===== config.mk =====
export PLATFORM = sky130hd
export DESIGN_NAME = memory_access_bridge
export DESIGN_NICKNAME = d
export VERILOG_FILES = /design/src/rtl/memory_access_bridge.sv
export SDC_FILE = /design/constraint.sdc
export NUM_CORES = 1
export LEC_CHECK = 0
export ABC_AREA = 1
export BUFFER_PORTS_ARGS = -buffer_cell sky130_fd_sc_hd__buf_2
export CAP_MARGIN = 20
export CELL_PAD_IN_SITES_DETAIL_PLACEMENT = 1
export CELL_PAD_IN_SITES_GLOBAL_PLACEMENT = 2
export CORE_MARGIN = 1.5
export CORE_UTILIZATION = 22
export DETAILED_ROUTE_END_ITERATION = 6
export PLACE_DENSITY_LB_ADDON = 0.1
export SYNTH_ARGS = -nofsm -noshare
export SYNTH_HDL_FRONTEND = slang
export SYNTH_SLANG_ARGS = --single-unit

===== constraint.sdc =====
create_clock -name clk -period 3.1 [get_ports clk]
set_input_delay 0.62 -clock clk [delete_from_list [all_inputs] [get_ports clk]]
set_output_delay 0.62 -clock clk [all_outputs]
set_load 0.005 [all_outputs]

===== src/rtl/memory_access_bridge.sv =====
// memory_access_bridge: word-addressed enable/acknowledge bus to a synchronous byte-addressed memory port.
// Latency: write strobe and acknowledge 1 cycle after the request is sampled; read acknowledge READ_LATENCY cycles after.
// Backpressure: bus holds enable until acknowledge; one transfer per enable assertion. Optional macro MEM_ACCESS_BOUNDS_EN.
module memory_access_bridge #(
    parameter int DATA_W       = 32,
    parameter int BUS_ADDR_W   = 16,
    parameter int MEM_ADDR_W   = 32,
    parameter int READ_LATENCY = 2,
    parameter int MEM_WORDS    = 16384
) (
    input  logic                    clk,
    input  logic                    reset,
    input  logic [BUS_ADDR_W-1:0]   bus_address,
    input  logic                    bus_bus_enable,
    input  logic [DATA_W/8-1:0]     bus_byte_enable,
    input  logic                    bus_rw,
    input  logic [DATA_W-1:0]       bus_write_data,
    output logic [DATA_W-1:0]       bus_read_data,
    output logic                    bus_acknowledge,
    output logic                    bus_irq,
    output logic [MEM_ADDR_W-1:0]   address,
    input  logic [DATA_W-1:0]       read_data,
    output logic [DATA_W-1:0]       write_data,
    output logic [DATA_W/8-1:0]     byte_en,
    output logic                    wren
);

    localparam int BE_W  = DATA_W / 8;
    localparam int OFF_W = $clog2(BE_W);
    localparam int CNT_W = $clog2(READ_LATENCY + 1);

    // Elaboration-time parameter sanity checks.
    if (DATA_W < 8 || (DATA_W % 8) != 0) begin : g_bad_data_w
        $error("DATA_W must be a multiple of 8 and at least 8");
    end
    if (READ_LATENCY < 1) begin : g_bad_latency
        $error("READ_LATENCY must be at least 1");
    end
    if (MEM_ADDR_W < BUS_ADDR_W + OFF_W) begin : g_bad_addr_w
        $error("MEM_ADDR_W too narrow for BUS_ADDR_W plus byte offset");
    end
    if (MEM_WORDS < 1) begin : g_bad_mem_words
        $error("MEM_WORDS must be at least 1");
    end

    typedef enum logic [1:0] {
        S_IDLE    = 2'd0,
        S_READ    = 2'd1,
        S_WRITE   = 2'd2,
        S_RELEASE = 2'd3
    } state_t;

    state_t                 r_state, w_state_nxt;
    logic [CNT_W-1:0]       r_cnt, w_cnt_nxt;
    logic [MEM_ADDR_W-1:0]  r_address, w_address_nxt;
    logic [DATA_W-1:0]      r_wdata, w_wdata_nxt;
    logic [BE_W-1:0]        r_byte_en, w_byte_en_nxt;
    logic [DATA_W-1:0]      r_rdata, w_rdata_nxt;
    logic                   r_wren, w_wren_nxt;
    logic                   r_ack, w_ack_nxt;
    logic                   r_irq, w_irq_nxt;
    logic                   r_oob, w_oob_nxt;
    logic                   w_oob;

    // Zero-extended word address scaled to a byte address; shift avoids a zero-width concat at DATA_W=8.
    logic [MEM_ADDR_W-1:0]  w_byte_addr;
    assign w_byte_addr = MEM_ADDR_W'(bus_address) << OFF_W;

`ifdef MEM_ACCESS_BOUNDS_EN
    assign w_oob   = 64'(bus_address) >= 64'(MEM_WORDS);
    assign bus_irq = r_irq;
`else
    assign w_oob   = 1'b0;
    assign bus_irq = 1'b0;
`endif

    // State register.
    always_ff @(posedge clk or posedge reset) begin
        if (reset) r_state <= S_IDLE;
        else       r_state <= w_state_nxt;
    end

    // Next-state and next-output decode; registered outputs default to holding or clearing.
    always_comb begin
        w_state_nxt   = r_state;
        w_cnt_nxt     = r_cnt;
        w_address_nxt = r_address;
        w_wdata_nxt   = r_wdata;
        w_byte_en_nxt = r_byte_en;
        w_rdata_nxt   = r_rdata;
        w_oob_nxt     = r_oob;
        w_wren_nxt    = 1'b0;
        w_ack_nxt     = 1'b0;
        w_irq_nxt     = 1'b0;
        case (r_state)
            S_IDLE: begin
                if (bus_bus_enable) begin
                    w_address_nxt = w_byte_addr;
                    w_wdata_nxt   = bus_write_data;
                    w_byte_en_nxt = bus_byte_enable;
                    w_oob_nxt     = w_oob;
                    if (bus_rw) begin
                        // Out-of-range reads skip the memory wait and finish next cycle.
                        w_cnt_nxt   = w_oob ? CNT_W'(1) : CNT_W'(READ_LATENCY);
                        w_state_nxt = S_READ;
                    end else begin
                        w_state_nxt = S_WRITE;
                    end
                end
            end
            S_WRITE: begin
                w_wren_nxt  = ~r_oob;
                w_ack_nxt   = 1'b1;
                w_irq_nxt   = r_oob;
                w_state_nxt = S_RELEASE;
            end
            S_READ: begin
                w_cnt_nxt = r_cnt - CNT_W'(1);
                if (r_cnt == CNT_W'(1)) begin
                    w_rdata_nxt = r_oob ? '0 : read_data;
                    w_ack_nxt   = 1'b1;
                    w_irq_nxt   = r_oob;
                    w_state_nxt = S_RELEASE;
                end
            end
            S_RELEASE: begin
                if (!bus_bus_enable) w_state_nxt = S_IDLE;
            end
            default: w_state_nxt = S_IDLE;
        endcase
    end

    // Datapath and output registers.
    always_ff @(posedge clk or posedge reset) begin
        if (reset) begin
            r_cnt     <= '0;
            r_address <= '0;
            r_wdata   <= '0;
            r_byte_en <= '0;
            r_rdata   <= '0;
            r_wren    <= 1'b0;
            r_ack     <= 1'b0;
            r_irq     <= 1'b0;
            r_oob     <= 1'b0;
        end else begin
            r_cnt     <= w_cnt_nxt;
            r_address <= w_address_nxt;
            r_wdata   <= w_wdata_nxt;
            r_byte_en <= w_byte_en_nxt;
            r_rdata   <= w_rdata_nxt;
            r_wren    <= w_wren_nxt;
            r_ack     <= w_ack_nxt;
            r_irq     <= w_irq_nxt;
            r_oob     <= w_oob_nxt;
        end
    end

    assign address         = r_address;
    assign write_data      = r_wdata;
    assign byte_en         = r_byte_en;
    assign bus_read_data   = r_rdata;
    assign wren            = r_wren;
    assign bus_acknowledge = r_ack;

endmodule


Word-level counts from Yosys, hierarchy flattened
Index checks and enable logic that the tools add are counted.
Widths: inputs -> output; s select.
- output and inout port bits: 103
- input bits: 88
- register bits after elaboration: 90
- logic and storage cells: 34
- muxes and demuxes: 11
- add/sub/neg operators: 1
- reductions and logical operators: 6
- equal/unequal tests: 8
- operator list (cell ; count):
    $mux 2 ; 6
    $ne 2x2->1 const B ; 4
    $pmux 2 s4 ; 1
    $reduce_and 3->1 ; 2
    $eq 2x1->1 const B ; 2
    $eq 2x2->1 const B ; 2
    $pmux 2 s2 ; 1
    $reduce_and 2->1 ; 2
    $logic_not 2->1 ; 1
    $mux 1 ; 2
    $pmux 1 s2 ; 1
    $reduce_bool 2->1 ; 1
    $sub 2x1->2 const B ; 1

Longest topological paths before layout
Gate-level depths: netlist of run 1.
- word-level depth: 3
- gate-level depth with buffers: 8
- gate-level depth less buffers: 8

Worst setup path before layout of run 1
Ideal clock, no wire load.
- kind: register -> register
- start point: register r_state[1]
- end point: register r_cnt[1]
- cell stages (with the launch flop): 8
- required time: 2.984 ns
- buffers on the path: 1
- period minus slack after synthesis: 1.256 ns
- arrival time: 1.140 ns
- library setup time: 0.116 ns
- path slack: 1.844 ns
- cells stage by stage: dfrtp_1 -> inv_1 -> ha_1 -> buf_4 -> inv_1 -> or2_2 -> nand2_1 -> nand2_1
- word-level cells in the longest chain between the ends: 3
- elaborated cells between the ends (all ways): 7
- those cells by class: 3 x eq/ne; 1 x mux; 3 x reduce/logical
- ends and longest elaborated chain (element ; line ; text):
    start: declaration ; 53 ; state_t r_state, w_state_nxt;
    start signal: assignment ; 80 ; else r_state <= w_state_nxt;
    $eq 2x1->1 or $logic_not 2->1 (tied branches) ; 95 ; case (r_state)
    $reduce_bool 2->1 (no line) or $ne 2x2->1 (tied branches) ; n/a ;
    $reduce_and 3->1 (no line) ; n/a ;
    end signal: assignment ; 146 ; r_cnt <= w_cnt_nxt;
    end: declaration ; 54 ; logic [CNT_W-1:0] r_cnt, w_cnt_nxt;
Parallel ways exist; a longest one is shown, timed or not.
A chain may end at the register's enable or synchronous reset.

Final worst setup path of run 1
- start point: register r_state[0]
- end point: register r_cnt[1]
Same word-level chain as after synthesis.

==> results.toml, run 1 <==
[pwr]
leakagePower_uw = 0.002924
internal-power_uw = 3158
power.density_mw_per_mm2 = 993.9
power.switching_uw = 1861
p_clk_share_pct = 22.1
pwr-share-seq_pct = 41.0
ir_worst_vdd_mv = 0.3369
total_power_uw = 5019
p_sw_share_pct = 37.08
power_frac_comb_pct = 37.0

[place]
routabilityCongestion = 0.6895
hpwlAfterDp_um = 8384
placed_cells = 807
portBuffers = 173
placed_area_mm2 = 0.004753
post-place-ws_ns = 1.282

[timing]
fin_ws_ns = 1.368
period_needed_ns = 1.732
tightest_slew_ns = 0.6506
setup_violations = 0
fin_crit_sh_pct = 55.86
final_max_slew_viol_count = 0
hold_viol = 0
finalSetupTns_ns = 0
max_freq_mhz = 577.5
slew_headroom_pct = 56.62
finClkSkew_ns = 0.007524
rsz0062_at_grt = "no"

[worst_setup_path]
arrival_ns = 2.01
start_kind = "register"
worst_setup_path_end_kind = "register"
worstSetupPathType = "reg2reg"
path_max_fanout = 53
cp.required_ns = 3.37

[clocking]
clk_pin_slew_ns = 0.06
cts_tree = "done"
htreeDepth = 3
cts_made_buffers = 9
clkLatencyLatePin_ns = 0.34
cts-root-buf = "clkbuf_16"
cts_resized = 0
postCtsSetupRepairBufs = 0
clockBufferDepth = 2
cts.sinks = 90
ctsHoldBuffers = 0

[final_layout]
final_cells = 823
area_growth_pct = 34.09
multi_input_comb_area_mm2 = 0.001256
nFillCells = 2033
antenna_cells = 0
finish.net_count = 692
final-seq-area_mm2 = 0.002252
final_area_mm2 = 0.005050
drive_above_1_share_pct = 32.67

[grt]
grt-ovfl-total = 0
first_global_vias = 3584
grt_antenna_before_repair = 0
grt.total_usage_pct = 14.14
grt_max_degree = 54
grt_pass1_wl_um = 19500

[die]
die_area_mm2 = 0.01791
die_h_um = 133.8
core_region_area_mm2 = 0.01664
initial_core_util_pct = 22.63
die_w_um = 133.8
pin_count = 191
rows = 47

[routing]
routed-via-count = 3325
drt_iter0_drc = 115
drtPass1Iterations = 4
viasPerCell = 4.040
ant_nets = 0
drt-total-wl_um = 12040
wl_per_cell_um = 14.62
drc = 0

[synthesis]
avgSynthCellArea_um2 = 8.738
synth_seq_area_share_pct = 59.80
synth-seq-cells = 90
syn_inst = 431
synth_cell_types = 14
synth.cell_area_mm2 = 0.003766
yosysWarningCount = 0

[hold_path]
hold_class = "in2async"

[job]
drv_cap = 0

[run_status]
status = "completed"
layer usage:
metal,vias to the layer above,GRT usage [%],wire length [µm]
li1,1618,-,-
met4,0,4.891,167
met3,11,3.477,783
met1,1583,17.25,5202
met5,-,0,0
met2,113,24.34,5881
final timing paths:
kind,slack [ns],to,depth (start not counted),from
max reg2reg,1.37,r_cnt[1],8,r_state[0]
min reg2reg,0.47,bus_read_data[15],2,bus_read_data[15]
min,0.37,address[6],2,reset
min in group clk,0.47,bus_read_data[15],2,bus_read_data[15]
max,1.37,r_cnt[1],8,r_state[0]
max in group asynchronous,2.05,bus_read_data[31],3,reset
synthesized netlist by cell type (all sizes together):
cell,count,area [µm²]
nand3,37,185.2
dfrtp,90,2252
inv,13,51.30
ha,6,75.07
nand2,241,907.1
nor2,3,11.26
or2,1,6.260
buf,38,266.5
a21boi,1,7.510
conb,1,3.750
per-stage QoR:
stage	util, %	hold slack (ns)
final	30.34	0.3695
after global placement	28.56	0.4517
after CTS	30.34	0.4075
after floorplan	-	0.4654
after global routing	30.34	0.4408
after detailed placement	28.56	0.4547
kinds of logic after synthesis:
kind of cell    Yosys count  synth area share, %
other cells               1              0.09957
buf+inv                  51                8.439
fa+ha+maj                 6                1.993
compound gates            1               0.1994
flops                    90                59.80
simple gates            282                29.47
placed cells by master, fill, tap and decap left out:
cell	instances
nand3_1	37
nor2_1	3
clkinv_4	1
bufinv_16	1
buf_4	4
inv_4	2
ha_1	6
a21boi_0	1
clkbuf_16	9
or2_2	1
inv_1	11
clkbuf_8	1
dfrtp_1	90
nand2_2	1
buf_12	1
buf_2	173
clkbuf_1	1
conb_1	17
nand2_1	240
clkinv_2	3
critical path: stages (launching register included):
cell     delay [ns]
dfrtp_1        0.41
inv_1          0.12
ha_1           0.21
nand2_2        0.09
inv_4          0.40
nand2_1        0.19
nand2_1        0.12
nand2_1        0.06
nand2_1        0.05
flip-flops by register name, summed over array words and instances (netlist names):
signal	flops
r_cnt	2
r_state	2
byte_en	4
write_data	32
wren	1
bus_read_data	32
bus_acknowledge	1
address	16
cell type report:
type / instances / area share, %
inverter: 13 / 1.065
timing repair buffer: 178 / 18.14
clock inverter: 5 / 1.065
multi-input combinational: 306 / 24.88
clock buffer: 11 / 4.807
tap: 220 / 5.451
sequential: 90 / 44.60
power groups by stage:
stage	Sequential [µW]	Combinational [µW]	Clock, µW
floorplan	2110	960	0
global placement	2070	1890	0
detailed placement	2080	1920	0
CTS	2060	1930	1160
global route	2140	2140	1200
finish	2060	1860	1110
Power figures use the tool's default switching activity.
==> run 2: changes to the inputs <==
Settings changed: CORE_UTILIZATION 22 to 25.
Clock period 3.1 ns to 1.61 ns, I/O delays scaled along.
==> results.toml, run 2 (synthesized netlist as in run 1, its figures left out) <==
[worst_setup_path]
crit_chain = "inv_1 > ha_1 > nand2_4 > clkinv_8 > nand2_1 > nand2_1 > nand2_1 > nand2_1"
worst_setup_path_end_kind = "register"
slowest_delay_ns = 0.40
arrival_ns = 1.72
cp.required_ns = 1.84
cp_slowest_cell = "dfrtp_1"
worstSetupPathType = "reg2reg"
rrSetupSlack_ns = 0.12
cp_common_cell = "nand2_1"
path_max_fanout = 27
start_kind = "register"

[pwr]
p_sw_share_pct = 35.52
internal-power_uw = 6299
power.density_mw_per_mm2 = 1913
leakagePower_uw = 0.002966
power.switching_uw = 3470
total_power_uw = 9769
power_frac_comb_pct = 36.8
ir_worst_vdd_mv = 0.6147
pwr-share-seq_pct = 40.3
p_clk_share_pct = 22.9

[routing]
ant_nets = 0
drt-total-wl_um = 10890
drt_iter0_drc = 146
viasPerCell = 4.145
drc = 24
routed-via-count = 3283
wl_per_cell_um = 13.75
drtPass1Iterations = 7

[die]
die_w_um = 125.7
core_region_area_mm2 = 0.01464
initial_core_util_pct = 25.72
rows = 44
pin_count = 191
die_area_mm2 = 0.01581
die_h_um = 125.7

[clocking]
clk_pin_slew_ns = 0.06
cts.sinks = 90
clockBufferDepth = 2
htreeDepth = 3
cts-root-buf = "clkbuf_16"
postCtsSetupRepairBufs = 0
clkLatencyLatePin_ns = 0.34
cts_made_buffers = 9
cts_tree = "done"

[grt]
grt-ovfl-total = 0
grt_antenna_before_repair = 1
grt.total_usage_pct = 14.47
grt_max_degree = 72
first_global_vias = 3542
grt_pass1_wl_um = 18050

[timing]
rsz0062_at_grt = "yes"
fin_crit_sh_pct = 92.58
fin_ws_ns = 0.1194
finClkSkew_ns = 0.005692
hold_viol = 0
max_freq_mhz = 670.9
period_needed_ns = 1.491
final_max_slew_viol_count = 0
setup_violations = 0

[final_layout]
nFillCells = 1787
final-seq-area_mm2 = 0.002252
multi_input_comb_area_mm2 = 0.001261
finish.net_count = 696
area_growth_pct = 35.61
final_cells = 792
layout.cells.most_common = "nand2_1"
layout_common_cells = "240 x nand2_1, 173 x buf_2, 90 x dfrtp_1"
drive_above_1_share_pct = 32.95

[job]
drv_cap = 0

[place]
placed_cells = 775
portBuffers = 173
post-place-ws_ns = 0.02541
hpwlAfterDp_um = 7578
routabilityCongestion = 0.7040

[hold_path]
hold_class = "in2async"

[run_status]
violations = "design-rule violations"
status = "complete, but fails checks"
==> run 2: final timing paths <==
path / end / depth (start not counted) / startpoint
setup / recovery: r_cnt[0] / 8 / r_state[0]
hold / removal: write_data[31] / 3 / reset
setup reg to reg: r_cnt[0] / 8 / r_state[0]
hold reg to reg: bus_read_data[19] / 2 / bus_read_data[19]
max in group asynchronous: write_data[21] / 3 / reset
min in group clk: address[6] / 3 / bus_address[4]
==> run 2: layer usage <==
layer	track usage (%)	up-vias	wire [µm]
li1	-	1618	-
met1	17.85	1545	4743
met2	23.50	109	5081
met3	5.947	11	960
met4	3.854	0	108
met5	0	-	0
==> run 2: through the flow <==
stage          utilization, %  cell area [µm²]  setup TNS, ns  hold WS [ns]
2_1_floorplan               -             3830              0        0.4316
3_3_place_gp            32.54             4765              0        0.4321
3_5_place_dp            32.54             4765              0        0.4324
4_1_cts                 34.71             5082              0       0.05967
5_1_grt                 34.86             5105      -0.001630       0.08438
6_report                34.88             5107              0       0.05970
==> run 2: area by class of cell <==
type | instances | area share (%)
sequential | 90 | 44.10
multi-input combinational | 306 | 24.69
timing repair buffer | 182 | 19.16
clock buffer | 15 | 5.634
tap | 184 | 4.508
inverter | 13 | 1.274
clock inverter | 1 | 0.5879
antenna | 1 | 0.04900
==> run 2: worst max-delay path, delay by kind of cell, from the launching register on <==
| kind | cells | cell delay, ns |
|---|---|---|
| simple gates | 5 | 0.45 |
| flops | 1 | 0.40 |
| fa+ha+maj | 1 | 0.27 |
| buf+inv | 2 | 0.24 |
==> run 2: repair_timing <==
action / 4_1_cts / 5_1_grt
setup endpoints to repair: 0 / 49
gates resized for setup: 0 / 6
hold buffers: 0 / 0
==> run 2: power by group through the flow <==
| stage | Combinational [µW] | Sequential [µW] | Clock [µW] |
|---|---|---|---|
| final | 3600 | 3930 | 2240 |
| after CTS | 3680 | 3950 | 2350 |
| after detailed placement | 3680 | 3980 | 0 |
| after global placement | 3610 | 3930 | 0 |
| after floorplan | 1850 | 4060 | 0 |
| after global routing | 4190 | 4090 | 2430 |
